File: config.mk
export PLATFORM = sky130hd
export DESIGN_NAME = multi_cycle_adder
export DESIGN_NICKNAME = d
export VERILOG_FILES = /design/src/rtl/multi_cycle_adder.sv
export SDC_FILE = /design/constraint.sdc
export NUM_CORES = 1
export LEC_CHECK = 0
export CELL_PAD_IN_SITES_DETAIL_PLACEMENT = 1
export CELL_PAD_IN_SITES_GLOBAL_PLACEMENT = 1
export CORE_MARGIN = 3
export CORE_UTILIZATION = 42
export DETAILED_ROUTE_END_ITERATION = 16
export GPL_ROUTABILITY_DRIVEN = 0
export PLACE_DENSITY = 0.84
export SLEW_MARGIN = 0
export SYNTH_ARGS = -nofsm -noshare
export SYNTH_HDL_FRONTEND = slang
export SYNTH_SLANG_ARGS = --single-unit
export TNS_END_PERCENT = 5
File: constraint.sdc
create_clock -name clk -period 4.9 [get_ports clk]
set_clock_uncertainty 0.2 [all_clocks]
set_input_delay 1.47 -clock clk [delete_from_list [all_inputs] [get_ports clk]]
set_output_delay 1.47 -clock clk [all_outputs]
set_load 0.02 [all_outputs]
File: src/rtl/multi_cycle_adder.sv
// multi_cycle_adder: ripple adder/subtractor that processes CHUNK bits per
// clock, from the least significant chunk upward. It runs one operation at a
// time under a valid/ready handshake on both the input and the output side.
// The result is held in DONE until the consumer takes it.
module multi_cycle_adder #(
  parameter int WIDTH = 16,
  parameter int CHUNK = 4
) (
  input  logic             clk,
  input  logic             rst,
  input  logic             in_valid,
  output logic             in_ready,
  input  logic [WIDTH-1:0] a,
  input  logic [WIDTH-1:0] b,
  input  logic             sub,
  output logic             out_valid,
  input  logic             out_ready,
  output logic [WIDTH-1:0] sum,
  output logic             cout,
  output logic             ovf
);

  localparam int N  = WIDTH / CHUNK;
  localparam int KW = (N > 1) ? $clog2(N) : 1;
  localparam logic [KW-1:0] K_LAST = KW'(N - 1);

  typedef enum logic [1:0] {
    IDLE = 2'd0,
    BUSY = 2'd1,
    DONE = 2'd2
  } state_t;

  state_t           state_q;
  logic             in_ready_q;
  logic             out_valid_q;
  logic [WIDTH-1:0] a_q;
  logic [WIDTH-1:0] b_q;       // already inverted for subtraction
  logic [WIDTH-1:0] sum_q;
  logic             cout_q;
  logic             ovf_q;
  logic [KW-1:0]    k_q;
  logic             carry_q;

  logic [CHUNK-1:0] a_chunk_d;
  logic [CHUNK-1:0] b_chunk_d;
  logic [CHUNK-1:0] s_chunk_d;
  logic             carry_d;
  logic             msb_cin_d;
  logic             accept;

  // One chunk of the ripple add: {carry out, CHUNK-bit sum}.
  function automatic logic [CHUNK:0] chunk_add(input logic [CHUNK-1:0] x,
                                               input logic [CHUNK-1:0] y,
                                               input logic             ci);
    return {1'b0, x} + {1'b0, y} + {{CHUNK{1'b0}}, ci};
  endfunction

  assign accept = in_valid & in_ready_q;

  // Select chunk k of both operands and add it with the running carry.
  always_comb begin
    a_chunk_d = '0;
    b_chunk_d = '0;
    for (int i = 0; i < N; i++) begin
      if (k_q == KW'(i)) begin
        a_chunk_d = a_q[i*CHUNK +: CHUNK];
        b_chunk_d = b_q[i*CHUNK +: CHUNK];
      end
    end
    {carry_d, s_chunk_d} = chunk_add(a_chunk_d, b_chunk_d, carry_q);
    // Carry into the top bit of this chunk; it is the MSB carry-in on the last chunk.
    msb_cin_d = a_chunk_d[CHUNK-1] ^ b_chunk_d[CHUNK-1] ^ s_chunk_d[CHUNK-1];
  end

  // Capture the operands on acceptance. These registers need no reset because
  // the FSM only reads them after an accept has loaded them.
  always_ff @(posedge clk) begin
    if (accept) begin
      a_q <= a;
      b_q <= sub ? ~b : b;
    end
  end

  // Control FSM, with the result and the handshake flags as registered outputs.
  always_ff @(posedge clk) begin
    if (rst) begin
      state_q     <= IDLE;
      in_ready_q  <= 1'b1;
      out_valid_q <= 1'b0;
      sum_q       <= '0;
      cout_q      <= 1'b0;
      ovf_q       <= 1'b0;
      k_q         <= '0;
      carry_q     <= 1'b0;
    end else begin
      case (state_q)
        IDLE: begin
          if (in_valid) begin
            // Subtraction is a + ~b + 1, so the initial carry is sub.
            k_q        <= '0;
            carry_q    <= sub;
            in_ready_q <= 1'b0;
            state_q    <= BUSY;
          end
        end
        BUSY: begin
          for (int i = 0; i < N; i++) begin
            if (k_q == KW'(i)) sum_q[i*CHUNK +: CHUNK] <= s_chunk_d;
          end
          carry_q <= carry_d;
          k_q     <= k_q + KW'(1);
          if (k_q == K_LAST) begin
            cout_q      <= carry_d;
            ovf_q       <= msb_cin_d ^ carry_d;
            out_valid_q <= 1'b1;
            state_q     <= DONE;
          end
        end
        DONE: begin
          if (out_ready) begin
            out_valid_q <= 1'b0;
            in_ready_q  <= 1'b1;
            state_q     <= IDLE;
          end
        end
        default: begin
          out_valid_q <= 1'b0;
          in_ready_q  <= 1'b1;
          state_q     <= IDLE;
        end
      endcase
    end
  end

  assign in_ready  = in_ready_q;
  assign out_valid = out_valid_q;
  assign sum       = sum_q;
  assign cout      = cout_q;
  assign ovf       = ovf_q;

endmodule
==> metrics.md <==
| Metric | Value |
|---|---|
| Crit path max-delay family | `compound AO/OA/AOI/OAI gates` |
| Simple-gate share of the synthesized area | `0.129` |
| CTS tree | `yes` |
| Critical R2R Launch | `k_q[1]` |
| Average size of a mapped cell | `11.4 um2` |
| Critical path endpoint category | `flop` |
| Worst path bufs/invs | `2` |
| Hold-fix buffers, CTS | `0` |
| Largest family of logic cells by synthesized area | `compound AO/OA/AOI/OAI gates` |
| Dpl hpwl | `3970 um` |
| Die height | `83.6 um` |
| Yosys top cell by area | `edfxtp_1` |
| Synth Cell Area | `2530 um2` |
| Hold Path Stages | `2` |
| Area of the multi-input gates | `975 um2` |
| CP Max Fanout | `15` |
| Antenna violations before repair | `0` |
| Clk slew on worst S/H paths | `0.06 ns` |
| Vias in the first global route | `1,873` |
| DRT Pass-1 Iters | `4` |
| Total design power | `0.00114 W` |
| Adder-cell share of the synthesized area | `0.0504` |
| Antenna-violating nets left | `0` |
| Final setup viols | `0` |
| Final Worst Setup Slack | `1.21 ns` |
| Post-synthesis cell type count | `32` |
| Vias per cell | `5.17` |
| IO Pins | `57` |
| Met3 wire length | `278 um` |
| Synth top area cells | `edfxtp_1, dfxtp_1, xor2_1` |
| Min-Delay Endpoint | `sum[14]` |
| Final core occ | `0.576` |
| DRC Markers | `0` |
| Minimum clock period | `3.69 ns` |
| Initial drt markers | `91` |
| Pre-CTS WS | `1.28 ns` |
| Metal-1 WL | `2340 um` |
| Global route overflow | `0` |
| Largest stage delay, worst path | `0.53 ns` |
| Slowest cell on the critical path | `nor2b_1` |
| Fmax | `271 MHz` |
| CP required | `4.93 ns` |
| Post-CTS sizing | `0` |
| Drt wl/cell | `15.6 um` |
| TritonCTS Buffers | `9` |
| Hold Path Class | `reg -> reg` |
| Detailed Route WL | `5510 um` |
| Mux contribution to synthesized area | `0` |
| Die area | `6990 um2` |
| Root Buffer | `clkbuf_8` |
| Fillers | `609` |
| Post-Synth XOR/XNOR Area | `0.0657` |
| Critical Path, Cell by Cell | `inv_1 > ha_1 > nor2b_1 > a221oi_1 > o31ai_1 > fa_1 > inv_1 > fa_1 > nand2b_1 > a21oi_1 > o21ai_0 > a211oi_1` |
| Ys Warns | `0` |
| Relative slew margins | `0.309` |
| Fraction of layout cells with a size suffix above 1 | `0.0709` |
| Final worst path period share | `0.753` |
| DR top layer | `met4` |
| Least-Margin Pin Slew | `1.03 ns` |
| Die W | `83.6 um` |
| Register-to-register setup slack | `1.21 ns` |
| Reg2reg path depth | `12` |
| WL met2 | `2840 um` |
| Power Dens Cells | `347 nW/um2` |
| Initial Util | `0.446` |
| Synth top area share | `0.380` |
| Register bit total from synthesis | `57` |
| Flip-flop and latch area | `1460 um2` |
| Final layout net count | `323` |
| Area grow syn2layout | `29.1%` |
| Status | `complete, no violations` |
| Setup bufs post-CTS | `0` |
| Clk_lat worst skew | `0.33 ns` |
| Hold Startpoint | `sum[14]` |
| Peak supply drop | `0.159 mV` |
| Longest Clk Path Bufs | `2` |
| Global Route Usage Sum | `0.164` |
| Clock sinks | `57` |
| Final Hold Vio Count | `0` |
| Placed standard-cell area | `3110 um2` |
| CP Class | `reg -> reg` |
| Post-synthesis net count | `269` |
| IO buf count | `56` |
| Vias post-DR | `1,829` |
| Cell leakage power | `1.14 nW` |
| Synth Instances | `223` |
| Final instance area | `3270 um2` |
| Largest net degree at the start of global routing | `33` |
| Critical path arrival | `3.72 ns` |
| Synth Area in Compound Gates | `0.140` |
| Final Max Tran Viols | `0` |
| Reg2reg end | `carry_q` |
| Core area | `5680 um2` |
| # diodes | `0` |
| H-tree depth | `3` |
| Max-cap violations | `0` |
| Unrepaired setup endpoints after global routing | `false` |
| Register area share after synthesis | `0.577` |
| Rows | `27` |
| Setup TNS | `0 ns` |
| Setup crit start kind | `flop` |
| First-pass GRT wire length | `9050 um` |
## metal layers
metal / global-route usage / up-vias
met2: 0.286 / 48
li1: - / 906
met3: 0.0474 / 8
met4: 0.0702 / 0
met1: 0.187 / 867
met5: 0 / -
## registers in the layout (all words and copies together), names as in the netlist
register / count
a_q: 16
state_q: 2
sum: 16
cout: 1
in_ready: 1
ovf: 1
carry_q: 1
b_q: 16
k_q: 2
out_valid: 1
## power breakdown
part,internal (W),leakage (nW),switching (W)
logic,0.000100,0.554,0.000131
clock network,0.000177,0.0819,0.000170
registers,0.000542,0.509,0.0000149
## worst max-delay path by stage
stage	start	end	slack, ns	cells past startpoint
after floorplan	k_q[0]	ovf	2.00	11
after global placement	k_q[1]	ovf	1.47	12
after detailed placement	k_q[1]	carry_q	1.28	12
after CTS	k_q[1]	carry_q	1.20	12
after global routing	k_q[1]	carry_q	0.97	12
final	k_q[1]	carry_q	1.21	12
## worst min-delay path: cells and delay by family (launching register included)
family             cells  cell delay (ns)
and+or+nand+nor        1             0.06
DFF                    1             0.30
AOI/OAI and AO/OA      1             0.05
## per-stage QoR
step                      cells  hold slack [ns]
after floorplan             223            0.287
after global routing        354            0.287
after detailed placement    338            0.254
after CTS                   354            0.262
final                       354            0.261
after global placement      338            0.243
## cell families (layout without fill, tap and decap cells)
group	after synthesis	after routing
buffers and inverters	19	78
DFF	57	57
and+or+nand+nor	66	66
xor gates and xnor gates	19	19
AOI/OAI and AO/OA	53	53
adders and majority gates	9	9
## cells in the final DEF, fill, tap and decap left out
cell,n
o31ai_1,9
clkinv_1,2
clkinv_2,3
edfxtp_1,32
nor2_2,2
nor2_1,12
clkbuf_8,9
a311oi_1,3
clkbuf_1,2
xnor2_1,1
a21o_1,3
ha_1,7
a211oi_1,2
inv_1,5
xor2_1,18
a221oi_1,7
nor2b_1,8
fa_1,2
nand3_1,6
nand2_1,24
and2_1,1
nor3_2,1
nor2b_2,1
buf_4,1
nand2b_1,2
a21oi_1,22
clkdlybuf4s50_1,56
and2_4,1
o21ai_0,4
nor3_1,3
nand3b_1,5
a211oi_2,2
dfxtp_1,25
o22ai_1,1
## layout make-up
| cell class | instances | share of cell area |
|---|---|---|
| inverters | 5 | 0.00574 |
| repair buffers | 57 | 0.174 |
| multi-input cells | 147 | 0.298 |
| clock inverters | 5 | 0.00689 |
| flip-flops and latches | 57 | 0.447 |
| clock buffers | 11 | 0.0402 |
| well taps | 72 | 0.0276 |
## synth_stat cells
library cell  count
edfxtp_1         32
dfxtp_1          25
nand2_1          24
a21oi_1          22
xor2_1           18
nor2_1           12
o31ai_1           9
nor2b_1           8
a221oi_1          7
buf_2             7
ha_1              7
nand3_1           6
inv_1             5
nand3b_1          5
clkbuf_1          4
o21ai_0           4
a21o_1            3
a311oi_1          3
nor3_1            3
a211oi_1          2
a211oi_2          2
buf_6             2
fa_1              2
nand2b_1          2
nor2_2            2
and2_1            1
and2_4            1
buf_1             1
nor2b_2           1
nor3_2            1
o22ai_1           1
xnor2_1           1
Power figures use the tool's default switching activity.
